==> src/rtl/dm_pkg.sv <==
// rtl/dm_pkg.sv - shared types and default widths for the data-memory load/store sequencer
package dm_pkg;

    localparam int DM_ADDR_W = 16;
    localparam int DM_DATA_W = 16;
    localparam int DM_LEN_W  = 4;

    typedef enum logic [1:0] {
        IDLE  = 2'd0,
        WRITE = 2'd1,
        READ  = 2'd2,
        DRAIN = 2'd3
    } dm_state_t;

endpackage

==> src/rtl/dm_if.sv <==
// rtl/dm_if.sv - command, store, load and memory-port signals of the load/store sequencer
interface dm_if import dm_pkg::*; #(
    parameter int ADDR_W = DM_ADDR_W,
    parameter int DATA_W = DM_DATA_W,
    parameter int LEN_W  = DM_LEN_W
) ();

    logic              cmd_valid;
    logic              cmd_ready;
    logic              cmd_write;
    logic [ADDR_W-1:0] cmd_base;
    logic [ADDR_W-1:0] cmd_offset;
    logic [LEN_W-1:0]  cmd_len;

    logic              wr_valid;
    logic              wr_ready;
    logic [DATA_W-1:0] wr_data;

    logic              rd_valid;
    logic              rd_ready;
    logic [DATA_W-1:0] rd_data;

    logic              busy;
    logic              done;

    logic              mem_wflag;
    logic [ADDR_W-1:0] mem_addr;
    logic [DATA_W-1:0] mem_wdata;
    logic [DATA_W-1:0] mem_rdata;

    modport master (
        input  cmd_valid, cmd_write, cmd_base, cmd_offset, cmd_len,
        output cmd_ready,
        input  wr_valid, wr_data,
        output wr_ready,
        output rd_valid, rd_data,
        input  rd_ready,
        output busy, done,
        output mem_wflag, mem_addr, mem_wdata,
        input  mem_rdata
    );

    modport slave (
        output cmd_valid, cmd_write, cmd_base, cmd_offset, cmd_len,
        input  cmd_ready,
        output wr_valid, wr_data,
        input  wr_ready,
        input  rd_valid, rd_data,
        output rd_ready,
        input  busy, done,
        input  mem_wflag, mem_addr, mem_wdata,
        output mem_rdata
    );

endinterface

==> src/rtl/dm_rd_buf.sv <==
// rtl/dm_rd_buf.sv - one-entry registered output buffer for load words
module dm_rd_buf import dm_pkg::*; #(
    parameter int DATA_W = DM_DATA_W
) (
    input  logic              clk,
    input  logic              rst,
    input  logic              capture,
    input  logic [DATA_W-1:0] din,
    input  logic              ready,
    output logic              valid,
    output logic [DATA_W-1:0] data,
    output logic              cap_en
);

    // A new word may be captured when the slot is empty or is being drained this cycle.
    assign cap_en = !valid || ready;

    always_ff @(posedge clk) begin
        if (rst) begin
            valid <= 1'b0;
            data  <= '0;
        end else if (capture) begin
            valid <= 1'b1;
            data  <= din;
        end else if (valid && ready) begin
            valid <= 1'b0;
        end
    end

endmodule

==> src/rtl/dm_master.sv <==
// rtl/dm_master.sv - load/store sequencer driving the data-memory port in single or burst mode
module dm_master import dm_pkg::*; #(
    parameter int ADDR_W = DM_ADDR_W,
    parameter int DATA_W = DM_DATA_W,
    parameter int LEN_W  = DM_LEN_W
) (
    input  logic clk,
    input  logic rst,
    dm_if.master bus
);

    dm_state_t         state, state_nxt;
    logic [ADDR_W-1:0] addr;
    logic [LEN_W-1:0]  cnt;
    logic              done_q;
    logic              done_set;
    logic              cmd_ready;
    logic              wr_ready;
    logic              mem_wflag;
    logic              capture;
    logic              cap_en;
    logic              rd_valid;
    logic [DATA_W-1:0] rd_data;
    logic              cmd_hs;
    logic              wr_hs;

    assign cmd_hs = cmd_ready && bus.cmd_valid;
    assign wr_hs  = wr_ready && bus.wr_valid;

    always_ff @(posedge clk) begin
        if (rst) begin
            state <= IDLE;
        end else begin
            state <= state_nxt;
        end
    end

    always_comb begin
        state_nxt = state;
        cmd_ready = 1'b0;
        wr_ready  = 1'b0;
        mem_wflag = 1'b0;
        capture   = 1'b0;
        done_set  = 1'b0;
        case (state)
            IDLE: begin
                cmd_ready = 1'b1;
                if (bus.cmd_valid) begin
                    state_nxt = bus.cmd_write ? WRITE : READ;
                end
            end
            WRITE: begin
                // Gating with rst keeps an abandoned burst from committing a word in the reset cycle.
                wr_ready  = ~rst;
                mem_wflag = bus.wr_valid & ~rst;
                if (bus.wr_valid && cnt == '0) begin
                    state_nxt = IDLE;
                    done_set  = 1'b1;
                end
            end
            READ: begin
                capture = cap_en;
                if (cap_en && cnt == '0) begin
                    state_nxt = DRAIN;
                end
            end
            DRAIN: begin
                if (rd_valid && bus.rd_ready) begin
                    state_nxt = IDLE;
                    done_set  = 1'b1;
                end
            end
            default: state_nxt = IDLE;
        endcase
    end

    always_ff @(posedge clk) begin
        if (rst) begin
            addr   <= '0;
            cnt    <= '0;
            done_q <= 1'b0;
        end else begin
            done_q <= done_set;
            if (cmd_hs) begin
                addr <= bus.cmd_base + bus.cmd_offset;
                cnt  <= bus.cmd_len;
            end else if (wr_hs || capture) begin
                addr <= addr + ADDR_W'(1);
                cnt  <= cnt - LEN_W'(1);
            end
        end
    end

    dm_rd_buf #(.DATA_W(DATA_W)) u_rd_buf (
        .clk     (clk),
        .rst     (rst),
        .capture (capture),
        .din     (bus.mem_rdata),
        .ready   (bus.rd_ready),
        .valid   (rd_valid),
        .data    (rd_data),
        .cap_en  (cap_en)
    );

    assign bus.cmd_ready = cmd_ready;
    assign bus.wr_ready  = wr_ready;
    assign bus.rd_valid  = rd_valid;
    assign bus.rd_data   = rd_data;
    assign bus.busy      = (state != IDLE);
    assign bus.done      = done_q;
    assign bus.mem_wflag = mem_wflag;
    assign bus.mem_addr  = addr;
    assign bus.mem_wdata = bus.wr_data;

endmodule

==> src/flat_wrapper.sv <==
// flat-port wrapper written by rule: the top's interface ports become plain ports
module dm_master_flat import dm_pkg::*;
#(
    parameter int ADDR_W = DM_ADDR_W,
    parameter int DATA_W = DM_DATA_W,
    parameter int LEN_W  = DM_LEN_W
)
  (clk, rst, bus_cmd_valid, bus_cmd_write, bus_cmd_base, bus_cmd_offset, bus_cmd_len, bus_cmd_ready, bus_wr_valid, bus_wr_data, bus_wr_ready, bus_rd_valid, bus_rd_data, bus_rd_ready, bus_busy, bus_done, bus_mem_wflag, bus_mem_addr, bus_mem_wdata, bus_mem_rdata);
  dm_if #(.ADDR_W(ADDR_W), .DATA_W(DATA_W), .LEN_W(LEN_W)) bus_i ();
  input  logic clk;
  input  logic rst;
  input wire logic [$bits(bus_i.cmd_valid)-1:0] bus_cmd_valid;
  input wire logic [$bits(bus_i.cmd_write)-1:0] bus_cmd_write;
  input wire logic [$bits(bus_i.cmd_base)-1:0] bus_cmd_base;
  input wire logic [$bits(bus_i.cmd_offset)-1:0] bus_cmd_offset;
  input wire logic [$bits(bus_i.cmd_len)-1:0] bus_cmd_len;
  output wire logic [$bits(bus_i.cmd_ready)-1:0] bus_cmd_ready;
  input wire logic [$bits(bus_i.wr_valid)-1:0] bus_wr_valid;
  input wire logic [$bits(bus_i.wr_data)-1:0] bus_wr_data;
  output wire logic [$bits(bus_i.wr_ready)-1:0] bus_wr_ready;
  output wire logic [$bits(bus_i.rd_valid)-1:0] bus_rd_valid;
  output wire logic [$bits(bus_i.rd_data)-1:0] bus_rd_data;
  input wire logic [$bits(bus_i.rd_ready)-1:0] bus_rd_ready;
  output wire logic [$bits(bus_i.busy)-1:0] bus_busy;
  output wire logic [$bits(bus_i.done)-1:0] bus_done;
  output wire logic [$bits(bus_i.mem_wflag)-1:0] bus_mem_wflag;
  output wire logic [$bits(bus_i.mem_addr)-1:0] bus_mem_addr;
  output wire logic [$bits(bus_i.mem_wdata)-1:0] bus_mem_wdata;
  input wire logic [$bits(bus_i.mem_rdata)-1:0] bus_mem_rdata;
  assign bus_i.cmd_valid = bus_cmd_valid;
  assign bus_i.cmd_write = bus_cmd_write;
  assign bus_i.cmd_base = bus_cmd_base;
  assign bus_i.cmd_offset = bus_cmd_offset;
  assign bus_i.cmd_len = bus_cmd_len;
  assign bus_cmd_ready = bus_i.cmd_ready;
  assign bus_i.wr_valid = bus_wr_valid;
  assign bus_i.wr_data = bus_wr_data;
  assign bus_wr_ready = bus_i.wr_ready;
  assign bus_rd_valid = bus_i.rd_valid;
  assign bus_rd_data = bus_i.rd_data;
  assign bus_i.rd_ready = bus_rd_ready;
  assign bus_busy = bus_i.busy;
  assign bus_done = bus_i.done;
  assign bus_mem_wflag = bus_i.mem_wflag;
  assign bus_mem_addr = bus_i.mem_addr;
  assign bus_mem_wdata = bus_i.mem_wdata;
  assign bus_i.mem_rdata = bus_mem_rdata;
  dm_master #(.ADDR_W(ADDR_W), .DATA_W(DATA_W), .LEN_W(LEN_W)) u_core (.clk(clk), .rst(rst), .bus(bus_i));
endmodule
==> config.mk <==
export PLATFORM = sky130hd
export DESIGN_NAME = dm_master_flat
export DESIGN_NICKNAME = d
export VERILOG_FILES = /design/src/rtl/dm_pkg.sv /design/src/rtl/dm_if.sv /design/src/rtl/dm_rd_buf.sv /design/src/rtl/dm_master.sv /design/src/flat_wrapper.sv
export SDC_FILE = /design/constraint.sdc
export NUM_CORES = 1
export LEC_CHECK = 0
export CAP_MARGIN = 20
export CORE_MARGIN = 3
export CORE_UTILIZATION = 45
export CTS_CLUSTER_DIAMETER = 60
export DETAILED_ROUTE_END_ITERATION = 7
export PLACE_DENSITY = 0.94
export SETUP_SLACK_MARGIN = 0.02
export SYNTH_ARGS = -nofsm -noshare
export SYNTH_HDL_FRONTEND = slang
export SYNTH_SLANG_ARGS = --single-unit
==> constraint.sdc <==
create_clock -name clk -period 5.6 [get_ports clk]
set_input_delay 1.12 -clock clk [delete_from_list [all_inputs] [get_ports clk]]
set_output_delay 1.12 -clock clk [all_outputs]
set_load 0.1 [all_outputs]
==> results of run 1 <==
==> per-layer routing <==
layer / wire (um) / vias to the layer above / global-route usage / share of wire
met1: 2933 / 1234 / 0.2256 / 0.42
met4: 95 / 0 / 0.07482 / 0.013
met5: 0 / - / 0 / 0
li1: - / 1385 / - / -
met3: 496 / 10 / 0.05496 / 0.070
met2: 3535 / 100 / 0.3438 / 0.50
==> synthesized netlist by cell type (4+ instances only) <==
cell	number	area, sq um
sky130_fd_sc_hd__nor2_1	21	78.83
sky130_fd_sc_hd__nor3b_1	4	30.03
sky130_fd_sc_hd__a21o_1	7	52.55
sky130_fd_sc_hd__nand4_1	8	50.05
sky130_fd_sc_hd__nand2_1	60	225.2
sky130_fd_sc_hd__inv_1	8	30.03
sky130_fd_sc_hd__a21oi_1	38	190.2
sky130_fd_sc_hd__nor3_1	7	35.03
sky130_fd_sc_hd__nand3_1	9	45.04
sky130_fd_sc_hd__o21ai_0	7	35.03
sky130_fd_sc_hd__a211oi_1	14	105.1
sky130_fd_sc_hd__xnor2_1	13	113.9
sky130_fd_sc_hd__o211ai_1	4	30.03
sky130_fd_sc_hd__and3_1	5	31.28
sky130_fd_sc_hd__xor2_1	8	70.07
sky130_fd_sc_hd__nor4_1	4	25.02
sky130_fd_sc_hd__dfxtp_1	40	800.8
sky130_fd_sc_hd__clkbuf_1	12	45.04
sky130_fd_sc_hd__buf_4	17	127.6
sky130_fd_sc_hd__ha_1	18	225.2
==> kinds of logic after synthesis <==
logic type      synth area share
simple gates              0.2442
compound gates            0.2280
buf+inv                  0.08303
flops                     0.2873
xor+xnor                 0.06598
fa+ha+maj                0.08797
mux                     0.003591
==> placed cells by master (no fill, tap or decap), types with 4 or more instances in the layout <==
cell type and instances:
sky130_fd_sc_hd__clkdlybuf4s50_1 93, sky130_fd_sc_hd__nand2_1 60, sky130_fd_sc_hd__dfxtp_1 40, sky130_fd_sc_hd__a21oi_1 38, sky130_fd_sc_hd__nor2_1 21, sky130_fd_sc_hd__ha_1 18, sky130_fd_sc_hd__a211oi_1 14, sky130_fd_sc_hd__xnor2_1 13
sky130_fd_sc_hd__nand3_1 9, sky130_fd_sc_hd__inv_1 8, sky130_fd_sc_hd__xor2_1 8, sky130_fd_sc_hd__nand4_1 8, sky130_fd_sc_hd__a21o_1 7, sky130_fd_sc_hd__nor3_1 7, sky130_fd_sc_hd__o21ai_0 7, sky130_fd_sc_hd__clkbuf_8 6
sky130_fd_sc_hd__and3_1 5, sky130_fd_sc_hd__nor3b_1 4, sky130_fd_sc_hd__o211ai_1 4, sky130_fd_sc_hd__nor4_1 4
==> critical path: cells and delay by family <==
family                 cells  cell delay, ps
AND/OR/NAND/NOR            1             320
buffers and inverters      3            1080
==> power groups by stage <==
stage	Clock (mW)	Combinational [mW]	Sequential (mW)
after floorplan	0	0.350	0.631
after global placement	0	0.700	0.383
after detailed placement	0	0.711	0.386
after CTS	0.201	0.713	0.380
after global routing	0.214	0.754	0.387
final	0.197	0.711	0.381
==> flip-flops by register name, indices dropped and copies added, names as in the netlist <==
name / cells
u_core.bus.done: 1
u_core.bus.mem_addr: 16
u_core.cnt: 4
u_core.state: 2
u_core.u_rd_buf.data: 16
u_core.u_rd_buf.valid: 1
==> layout make-up <==
cell class | count | area [sq um] | share of cell area
Clock buffer | 8 | 90.09 | 0.02419
Inverter | 8 | 30.03 | 0.008065
Multi-Input combinational cell | 269 | 1755 | 0.4714
Sequential cell | 40 | 800.8 | 0.2151
Tap cell | 75 | 93.84 | 0.02520
Timing Repair Buffer | 96 | 953.4 | 0.2560
==> worst paths after layout <==
kind,start,end,slack (ps),cells past startpoint
setup / recovery,rst,bus_mem_wflag,1940,4
hold / removal,u_core.u_rd_buf.data[13],u_core.u_rd_buf.data[13],460,2
setup reg to reg,u_core.state[0],u_core.bus.mem_addr[10],3560,5
hold reg to reg,u_core.u_rd_buf.data[13],u_core.u_rd_buf.data[13],460,2
==> flow_results.xml, run 1 <==
<?xml version="1.0" encoding="UTF-8"?>
<metrics>
  <group name="global_route">
    <metric name="first_pass_grt_wire_length" unit="mm">11.69</metric>
    <metric name="grt_pass1_vias" unit="">2656</metric>
    <metric name="overflow" unit="">0</metric>
    <metric name="antenna_found_initial" unit="">0</metric>
    <metric name="grt_max_degree" unit="">42</metric>
    <metric name="gr-usage-all-layers" unit="">0.1962</metric>
  </group>
  <group name="placed_design">
    <metric name="io_buffer_count" unit="">95</metric>
    <metric name="placed_wire_length_estimate" unit="mm">5.525</metric>
    <metric name="placement.cell_area" unit="sq um">3633</metric>
    <metric name="gpl.final_weighted_congestion" unit="">0.8141</metric>
    <metric name="preCtsSetupSlack" unit="ps">1947</metric>
    <metric name="inst_count_dp" unit="">488</metric>
  </group>
  <group name="cts">
    <metric name="clock_tree_from_tritoncts" unit="">built</metric>
    <metric name="cts_inserted_buffers" unit="">5</metric>
    <metric name="cts_resized" unit="">0</metric>
    <metric name="maximum_level_of_the_cts_h_tree" unit="">2</metric>
    <metric name="max-clock-path-buffers" unit="">2</metric>
    <metric name="cts.sinks" unit="">40</metric>
    <metric name="clk_root_buffer_cell" unit="">sky130_fd_sc_hd__clkbuf_8</metric>
    <metric name="cts.hold.buffers_added" unit="">0</metric>
    <metric name="cts_post_setup_buffers_inserted" unit="">0</metric>
    <metric name="path_clk_slew" unit="ps">70</metric>
    <metric name="clk-insertion-delay-late" unit="ps">290</metric>
  </group>
  <group name="yosys">
    <metric name="post_synth_instance_area" unit="sq um">2788</metric>
    <metric name="ys_types" unit="">51</metric>
    <metric name="proportion_of_synthesized_chip_area_in_sequential_cells" unit="">0.2873</metric>
    <metric name="synthCells" unit="">349</metric>
    <metric name="async_sr_flop_fraction" unit="">0</metric>
    <metric name="synth_edf_count" unit="">0</metric>
    <metric name="yosys_warnings" unit="">0</metric>
    <metric name="synth_ff_type" unit="">sky130_fd_sc_hd__dfxtp_1</metric>
    <metric name="postSynthRegisterBits" unit="">40</metric>
    <metric name="syn-num-nets" unit="">442</metric>
    <metric name="syn_area_per_cell" unit="sq um">7.988</metric>
  </group>
  <group name="timing">
    <metric name="fin_crit_sh" unit="">0.6530</metric>
    <metric name="slew_violations" unit="">0</metric>
    <metric name="tightest_slew" unit="ps">1010</metric>
    <metric name="max_freq" unit="MHz">273.5</metric>
    <metric name="final_critical_path_setup_slack" unit="ps">1943</metric>
    <metric name="fin_worst_hold_slack" unit="ps">456.5</metric>
    <metric name="clock_skew" unit="ps">7.885</metric>
    <metric name="fin_setup_tns" unit="ps">0</metric>
    <metric name="timing.final.hold_violations" unit="">0</metric>
    <metric name="timing.final.crit_period" unit="ps">3657</metric>
    <metric name="max_slew_margin" unit="">0.3251</metric>
    <metric name="grt_setup_unrepaired" unit="">no</metric>
    <metric name="final_report_setup_violation_count" unit="">0</metric>
  </group>
  <group name="routing">
    <metric name="wirelength" unit="mm">7.060</metric>
    <metric name="vias_per_cell" unit="">5.502</metric>
    <metric name="routed_wire_length_per_instance" unit="um">14.23</metric>
    <metric name="detailedRoute.firstPassIterationCount" unit="">4</metric>
    <metric name="antenna_violating_nets_left" unit="">0</metric>
    <metric name="total_via_count_in_the_routed_design" unit="">2729</metric>
    <metric name="initialDrtViolationCount" unit="">93</metric>
    <metric name="detail_route.drc_violations" unit="">0</metric>
  </group>
  <group name="worst_setup_path">
    <metric name="timing.critical_path.cells" unit="">clkdlybuf4s50_1 &gt; buf_4 &gt; and4bb_4 &gt; buf_4</metric>
    <metric name="critPathArrivalTime" unit="ps">2540</metric>
    <metric name="startpoint_type" unit="">input port</metric>
    <metric name="required_time_at_the_worst_slack_endpoint" unit="ps">4480</metric>
    <metric name="critPathCaptureType" unit="">primary output</metric>
    <metric name="crit_slowest_cell" unit="">sky130_fd_sc_hd__clkdlybuf4s50_1</metric>
    <metric name="crit_path_max_fanout" unit="">41</metric>
    <metric name="timing.setup.critical_path_class" unit="">input port to primary output</metric>
    <metric name="critPathMostFrequentCell" unit="">sky130_fd_sc_hd__buf_4</metric>
    <metric name="timing.critical_path.slowest_cell_delay" unit="ps">460</metric>
  </group>
  <group name="power_and_ir_drop">
    <metric name="p_seq_frac" unit="">0.295</metric>
    <metric name="switching_power" unit="mW">0.6437</metric>
    <metric name="power.total" unit="mW">1.289</metric>
    <metric name="pwr-share-comb" unit="">0.552</metric>
    <metric name="power_switching_share" unit="">0.4994</metric>
    <metric name="leakage" unit="nW">1.411</metric>
    <metric name="pwr-share-clk" unit="">0.153</metric>
    <metric name="ir_worst_vdd" unit="mV">0.2240</metric>
    <metric name="power_density" unit="nW/um^2">346.2</metric>
    <metric name="internal_power" unit="mW">0.6453</metric>
  </group>
  <group name="floorplanning">
    <metric name="fp-row-count" unit="">28</metric>
    <metric name="die_h" unit="um">84.71</metric>
    <metric name="area_of_the_core" unit="sq um">5956</metric>
    <metric name="die_area" unit="sq um">7175</metric>
    <metric name="die_width" unit="um">84.71</metric>
    <metric name="start_util" unit="">0.4681</metric>
    <metric name="number_of_primary_i_o_pins" unit="">128</metric>
  </group>
  <group name="finish">
    <metric name="layout.cell_area.non_filler" unit="sq um">3724</metric>
    <metric name="nFillCells" unit="">520</metric>
    <metric name="final-instance-count-excl-fill" unit="">496</metric>
    <metric name="utilization" unit="">0.6252</metric>
    <metric name="post_route_cells_drive_above_1_share" unit="">0.04513</metric>
    <metric name="final_nets" unit="">513</metric>
    <metric name="areaGrowthSynthToFinish" unit="%">33.57</metric>
    <metric name="diodes" unit="">0</metric>
  </group>
  <group name="worst_hold_path">
    <metric name="hold_class" unit="">flop to flop</metric>
  </group>
  <group name="status">
    <metric name="run_status" unit="">finished, final reports clean</metric>
  </group>
  <group name="run">
    <metric name="cap_violations" unit="">0</metric>
  </group>
</metrics>
Note: power is estimated with default switching activity, not from simulation.
==> run 2: changes to the inputs <==
Settings changed: CORE_UTILIZATION 45 to 42, PLACE_DENSITY 0.94 to 0.89.
Clock period 5.6 ns to 3.5 ns, I/O delays scaled along.
==> flow_results.xml, run 2 (same netlist as run 1, synthesis figures left out) <==
<?xml version="1.0" encoding="UTF-8"?>
<metrics>
  <group name="floorplanning">
    <metric name="area_of_the_core" unit="sq um">6386</metric>
    <metric name="start_util" unit="">0.4365</metric>
    <metric name="die_area" unit="sq um">7651</metric>
    <metric name="die_h" unit="um">87.47</metric>
    <metric name="die_width" unit="um">87.47</metric>
    <metric name="number_of_primary_i_o_pins" unit="">128</metric>
    <metric name="fp-row-count" unit="">29</metric>
  </group>
  <group name="finish">
    <metric name="commonest_cells_after_routing_fill_and_taps_aside" unit="">sky130_fd_sc_hd__clkdlybuf4s50_1, sky130_fd_sc_hd__nand2_1, sky130_fd_sc_hd__dfxtp_1</metric>
    <metric name="final-instance-count-excl-fill" unit="">499</metric>
    <metric name="utilization" unit="">0.5842</metric>
    <metric name="final_nets" unit="">514</metric>
    <metric name="final_common_cell" unit="">sky130_fd_sc_hd__clkdlybuf4s50_1</metric>
    <metric name="layout.cell_area.non_filler" unit="sq um">3731</metric>
    <metric name="post_route_cells_drive_above_1_share" unit="">0.08057</metric>
    <metric name="areaGrowthSynthToFinish" unit="%">33.84</metric>
    <metric name="diodes" unit="">0</metric>
  </group>
  <group name="global_route">
    <metric name="grt_pass1_vias" unit="">2538</metric>
    <metric name="gr-usage-all-layers" unit="">0.1749</metric>
    <metric name="antenna_found_initial" unit="">0</metric>
    <metric name="first_pass_grt_wire_length" unit="mm">10.99</metric>
    <metric name="grt_max_degree" unit="">41</metric>
    <metric name="overflow" unit="">0</metric>
  </group>
  <group name="power_and_ir_drop">
    <metric name="pwr-share-clk" unit="">0.153</metric>
    <metric name="internal_power" unit="mW">1.026</metric>
    <metric name="power_switching_share" unit="">0.5014</metric>
    <metric name="ir_worst_vdd" unit="mV">0.3844</metric>
    <metric name="pwr-share-comb" unit="">0.552</metric>
    <metric name="switching_power" unit="mW">1.032</metric>
    <metric name="power.total" unit="mW">2.058</metric>
    <metric name="p_seq_frac" unit="">0.296</metric>
    <metric name="leakage" unit="nW">1.445</metric>
    <metric name="power_density" unit="nW/um^2">551.6</metric>
  </group>
  <group name="worst_setup_path">
    <metric name="critPathArrivalTime" unit="ps">3080</metric>
    <metric name="worst_r2r_path_depth" unit="">5</metric>
    <metric name="critPathCaptureType" unit="">flop</metric>
    <metric name="r2r-start" unit="">u_core.state[0]</metric>
    <metric name="r2r_end" unit="">u_core.bus.mem_addr[10]</metric>
    <metric name="timing.setup.critical_path_class" unit="">input port to flop</metric>
    <metric name="ff2ff_setup_slack" unit="ps">1420</metric>
    <metric name="startpoint_type" unit="">input port</metric>
    <metric name="crit_path_max_fanout" unit="">3</metric>
    <metric name="required_time_at_the_worst_slack_endpoint" unit="ps">3690</metric>
  </group>
  <group name="routing">
    <metric name="detailedRoute.firstPassIterationCount" unit="">4</metric>
    <metric name="total_via_count_in_the_routed_design" unit="">2745</metric>
    <metric name="route.layer.met1.wl" unit="mm">2.891</metric>
    <metric name="vias_per_cell" unit="">5.501</metric>
    <metric name="detail_route.drc_violations" unit="">0</metric>
    <metric name="initialDrtViolationCount" unit="">121</metric>
    <metric name="routed_wire_length_per_instance" unit="um">13.94</metric>
    <metric name="wl_met3" unit="um">554</metric>
    <metric name="top_signal_layer_used" unit="">met4</metric>
    <metric name="met2WireLength" unit="mm">3.415</metric>
    <metric name="antenna_violating_nets_left" unit="">0</metric>
    <metric name="wirelength" unit="mm">6.957</metric>
  </group>
  <group name="timing">
    <metric name="clock_skew" unit="ps">2.675</metric>
    <metric name="slew_violations" unit="">0</metric>
    <metric name="final_critical_path_setup_slack" unit="ps">612.0</metric>
    <metric name="max_freq" unit="MHz">346.3</metric>
    <metric name="fin_setup_tns" unit="ps">0</metric>
    <metric name="timing.final.hold_violations" unit="">0</metric>
    <metric name="fin_crit_sh" unit="">0.8251</metric>
    <metric name="max_slew_margin" unit="">0.3432</metric>
    <metric name="fin_worst_hold_slack" unit="ps">454.5</metric>
    <metric name="final_report_setup_violation_count" unit="">0</metric>
    <metric name="tightest_slew" unit="ps">982.1</metric>
    <metric name="grt_setup_unrepaired" unit="">no</metric>
    <metric name="timing.final.crit_period" unit="ps">2888</metric>
  </group>
  <group name="placed_design">
    <metric name="inst_count_dp" unit="">491</metric>
    <metric name="placement.cell_area" unit="sq um">3638</metric>
    <metric name="preCtsSetupSlack" unit="ps">312.0</metric>
    <metric name="placed_wire_length_estimate" unit="mm">5.434</metric>
    <metric name="io_buffer_count" unit="">95</metric>
    <metric name="gpl.final_weighted_congestion" unit="">0.8778</metric>
  </group>
  <group name="cts">
    <metric name="clk_root_buffer_cell" unit="">sky130_fd_sc_hd__clkbuf_8</metric>
    <metric name="clk-insertion-delay-late" unit="ps">290</metric>
    <metric name="max-clock-path-buffers" unit="">2</metric>
    <metric name="cts.hold.buffers_added" unit="">0</metric>
    <metric name="clock_tree_from_tritoncts" unit="">built</metric>
    <metric name="cts_resized" unit="">0</metric>
    <metric name="path_clk_slew" unit="ps">70</metric>
    <metric name="maximum_level_of_the_cts_h_tree" unit="">2</metric>
    <metric name="cts_post_setup_buffers_inserted" unit="">0</metric>
    <metric name="cts_inserted_buffers" unit="">5</metric>
    <metric name="cts.sinks" unit="">40</metric>
  </group>
  <group name="worst_hold_path">
    <metric name="min_from" unit="">u_core.u_rd_buf.data[5]</metric>
    <metric name="whs_path_depth" unit="">2</metric>
    <metric name="hold_path_end" unit="">u_core.u_rd_buf.data[5]</metric>
    <metric name="hold_class" unit="">flop to flop</metric>
  </group>
  <group name="run">
    <metric name="cap_violations" unit="">0</metric>
  </group>
  <group name="status">
    <metric name="run_status" unit="">finished, final reports clean</metric>
  </group>
</metrics>
run 2: worst max-delay path, stage by stage:
cell,delay [ps]
sky130_fd_sc_hd__clkdlybuf4s50_1,410
sky130_fd_sc_hd__ha_1,240
sky130_fd_sc_hd__fa_1,430
sky130_fd_sc_hd__a211oi_1,340
sky130_fd_sc_hd__o21ai_0,200
sky130_fd_sc_hd__and3_1,210
sky130_fd_sc_hd__o211a_1,230
sky130_fd_sc_hd__a2111oi_2,320
run 2: worst max path at each step:
| stage | startpoint | endpoint | cells after the start |
|---|---|---|---|
| 4_1_cts | bus_cmd_offset[0] | u_core.bus.mem_addr[14] | 8 |
| 3_5_place_dp | bus_cmd_offset[0] | u_core.bus.mem_addr[14] | 8 |
| 5_1_grt | bus_cmd_offset[0] | u_core.bus.mem_addr[14] | 8 |
| 6_report | bus_cmd_offset[0] | u_core.bus.mem_addr[14] | 8 |
| 2_1_floorplan | u_core.state[0] | bus_busy | 3 |
| 3_3_place_gp | bus_cmd_offset[0] | u_core.bus.mem_addr[14] | 8 |
run 2: power by group through the flow:
stage,Clock [mW],Sequential [mW],Combinational [mW]
2_1_floorplan,0,1.01,0.561
3_3_place_gp,0,0.612,1.12
3_5_place_dp,0,0.617,1.13
4_1_cts,0.321,0.607,1.14
5_1_grt,0.337,0.619,1.21
6_report,0.314,0.608,1.14
run 2: routing by layer:
layer	vias up	track usage
met4	0	0.05997
met5	-	0
met3	11	0.03217
li1	1388	-
met2	104	0.3192
met1	1242	0.2022
run 2: layout make-up:
class                           count  area, sq um
Sequential cell                    40        800.8
Multi-Input combinational cell    269         1755
Clock inverter                      2        10.01
Clock buffer                        6        82.58
Fill cell                         580         2655
Tap cell                           77        96.34
Timing Repair Buffer               97        955.9
Inverter                            8        30.03
==> run 3: changes to the inputs <==
Settings changed: CORE_UTILIZATION 42 to 38, PLACE_DENSITY 0.89 to 0.86.
Clock period 3.5 ns to 2.4 ns, I/O delays scaled along.
==> flow_results.xml, run 3 (same netlist as run 1, synthesis figures left out) <==
<?xml version="1.0" encoding="UTF-8"?>
<metrics>
  <group name="worst_setup_path">
    <metric name="worstSetupEndpoint" unit="">u_core.bus.mem_addr[14]</metric>
    <metric name="ff2ff_setup_slack" unit="ps">480</metric>
    <metric name="critPathCaptureType" unit="">flop</metric>
    <metric name="timing.setup.critical_path_class" unit="">input port to flop</metric>
    <metric name="required_time_at_the_worst_slack_endpoint" unit="ps">2590</metric>
    <metric name="startpoint_type" unit="">input port</metric>
    <metric name="cell_type_group_with_the_largest_total_delay_on_the_critical_path" unit="">compound AO/OA/AOI/OAI gates</metric>
    <metric name="total_stage_count_of_the_critical_path" unit="">7</metric>
    <metric name="r2r-start" unit="">u_core.state[0]</metric>
    <metric name="cp_num_buf_inv" unit="">1</metric>
    <metric name="worst_r2r_path_depth" unit="">6</metric>
    <metric name="timing.critical_path.cells" unit="">clkdlybuf4s50_1 &gt; fa_2 &gt; a211oi_4 &gt; o21ai_2 &gt; and3_4 &gt; o211a_1 &gt; a2111oi_2</metric>
    <metric name="timing.critical_path.slowest_cell_delay" unit="ps">460</metric>
    <metric name="startpoint" unit="">bus_cmd_offset[1]</metric>
    <metric name="critPathArrivalTime" unit="ps">2480</metric>
    <metric name="crit_path_max_fanout" unit="">2</metric>
    <metric name="crit_slowest_cell" unit="">sky130_fd_sc_hd__clkdlybuf4s50_1</metric>
    <metric name="r2r_end" unit="">u_core.bus.mem_addr[11]</metric>
  </group>
  <group name="timing">
    <metric name="tightest_slew" unit="ps">523.9</metric>
    <metric name="grt_setup_unrepaired" unit="">no</metric>
    <metric name="max_freq" unit="MHz">436.5</metric>
    <metric name="max_slew_margin" unit="">0.6499</metric>
    <metric name="timing.final.crit_period" unit="ps">2291</metric>
    <metric name="clock_skew" unit="ps">4.843</metric>
    <metric name="final_report_setup_violation_count" unit="">0</metric>
    <metric name="fin_crit_sh" unit="">0.9547</metric>
    <metric name="timing.final.hold_violations" unit="">0</metric>
    <metric name="slew_violations" unit="">0</metric>
  </group>
  <group name="cts">
    <metric name="path_clk_slew" unit="ps">80</metric>
    <metric name="clk_root_buffer_cell" unit="">sky130_fd_sc_hd__clkbuf_8</metric>
    <metric name="clk-insertion-delay-late" unit="ps">290</metric>
    <metric name="clock_tree_from_tritoncts" unit="">built</metric>
    <metric name="cts.sinks" unit="">40</metric>
    <metric name="maximum_level_of_the_cts_h_tree" unit="">2</metric>
    <metric name="max-clock-path-buffers" unit="">2</metric>
    <metric name="cts.hold.buffers_added" unit="">0</metric>
    <metric name="cts_inserted_buffers" unit="">5</metric>
  </group>
  <group name="power_and_ir_drop">
    <metric name="ir_worst_vdd" unit="mV">0.3962</metric>
    <metric name="power.total" unit="mW">3.200</metric>
    <metric name="leakage" unit="nW">1.691</metric>
    <metric name="power_density" unit="nW/um^2">793.5</metric>
  </group>
  <group name="placed_design">
    <metric name="gpl.final_weighted_congestion" unit="">0.8618</metric>
    <metric name="io_buffer_count" unit="">95</metric>
    <metric name="placed_wire_length_estimate" unit="mm">6.010</metric>
  </group>
  <group name="global_route">
    <metric name="grt_max_degree" unit="">41</metric>
    <metric name="first_pass_grt_wire_length" unit="mm">12.37</metric>
    <metric name="antenna_found_initial" unit="">0</metric>
    <metric name="gr-usage-all-layers" unit="">0.1750</metric>
    <metric name="grt_pass1_vias" unit="">2763</metric>
    <metric name="overflow" unit="">0</metric>
  </group>
  <group name="worst_hold_path">
    <metric name="hold_class" unit="">flop to flop</metric>
  </group>
  <group name="floorplanning">
    <metric name="die_h" unit="um">91.65</metric>
    <metric name="fp-row-count" unit="">30</metric>
    <metric name="die_width" unit="um">91.65</metric>
    <metric name="start_util" unit="">0.4014</metric>
    <metric name="die_area" unit="sq um">8400</metric>
    <metric name="number_of_primary_i_o_pins" unit="">128</metric>
    <metric name="area_of_the_core" unit="sq um">6944</metric>
  </group>
  <group name="routing">
    <metric name="wirelength" unit="mm">7.631</metric>
    <metric name="vias_per_cell" unit="">5.220</metric>
    <metric name="detailedRoute.firstPassIterationCount" unit="">4</metric>
    <metric name="antenna_violating_nets_left" unit="">0</metric>
    <metric name="initialDrtViolationCount" unit="">108</metric>
    <metric name="routed_wire_length_per_instance" unit="um">13.75</metric>
    <metric name="total_via_count_in_the_routed_design" unit="">2897</metric>
    <metric name="detail_route.drc_violations" unit="">0</metric>
  </group>
  <group name="run">
    <metric name="cap_violations" unit="">0</metric>
  </group>
  <group name="status">
    <metric name="run_status" unit="">finished, final reports clean</metric>
  </group>
  <group name="finish">
    <metric name="utilization" unit="">0.5807</metric>
    <metric name="commonest_cells_after_routing_fill_and_taps_aside" unit="">sky130_fd_sc_hd__buf_4, sky130_fd_sc_hd__nand2_1, sky130_fd_sc_hd__clkdlybuf4s50_1</metric>
    <metric name="areaGrowthSynthToFinish" unit="%">44.66</metric>
    <metric name="post_route_cells_drive_above_1_share" unit="">0.2200</metric>
    <metric name="final_nets" unit="">551</metric>
    <metric name="diodes" unit="">0</metric>
    <metric name="final_common_cell" unit="">sky130_fd_sc_hd__buf_4</metric>
  </group>
</metrics>
==> run 3: metrics by stage <==
step	TNS (ps)	area, sq um	worst slack [ps]	hold WS (ps)	cells
3_5_place_dp	-2631	3862	-544.1	449.4	544
5_1_grt	0	4033	26.77	476.0	555
2_1_floorplan	-83.46	2793	-83.46	540.8	349
3_3_place_gp	-2148	3862	-445.0	442.7	544
4_1_cts	0	3989	18.41	460.3	552
6_report	0	4033	108.8	456.9	555
==> run 3: timing repair <==
item,in CTS,in global routing
setup buffers,0,3
hold endpoints to repair,0,0
cloned,0,0
endpoints found under the setup margin,3,5
gates resized for setup,5,6
pin swaps,3,10
==> run 3: report_power, final <==
part	internal, mW	leakage [nW]	switching [mW]
registers	0.773	0.329	0.119
clock network	0.309	0.0552	0.239
logic	0.562	1.31	1.20
==> run 3: worst min path at each step <==
stage / end / slack, ps / cells past startpoint / start
3_5_place_dp: u_core.u_rd_buf.data[2] / 450 / 2 / u_core.u_rd_buf.data[2]
5_1_grt: u_core.u_rd_buf.data[10] / 480 / 2 / u_core.u_rd_buf.data[10]
4_1_cts: u_core.u_rd_buf.data[2] / 460 / 2 / u_core.u_rd_buf.data[2]
3_3_place_gp: u_core.u_rd_buf.data[15] / 440 / 2 / u_core.u_rd_buf.data[15]
6_report: u_core.u_rd_buf.data[2] / 460 / 2 / u_core.u_rd_buf.data[2]
2_1_floorplan: u_core.cnt[3] / 540 / 2 / u_core.cnt[3]
==> run 3: area by class of cell <==
type	count	area [sq um]
fill	626	2912
multi-input combinational	269	1795
timing repair buffer	134	1179
sequential	40	800.8
tap	96	120.1
clock buffer	6	72.57
clock inverter	2	35.03
inverter	8	30.03
==> run 3: worst register-to-register path, cell delays in order, from the launching register on <==
cell and delay [ps]:
sky130_fd_sc_hd__dfxtp_1 530, sky130_fd_sc_hd__and4bb_4 340, sky130_fd_sc_hd__a21oi_4 80, sky130_fd_sc_hd__buf_4 180
sky130_fd_sc_hd__nor4_1 320, sky130_fd_sc_hd__nor3_1 80, sky130_fd_sc_hd__a311oi_1 280
==> run 3: routing by layer <==
| metal | track usage | vias up | routed length (um) |
|---|---|---|---|
| met1 | 0.2191 | 1329 | 3283 |
| met5 | 0 | - | 0 |
| li1 | - | 1457 | - |
| met4 | 0.04397 | 0 | 92 |
| met3 | 0.04184 | 11 | 542 |
| met2 | 0.3007 | 100 | 3712 |
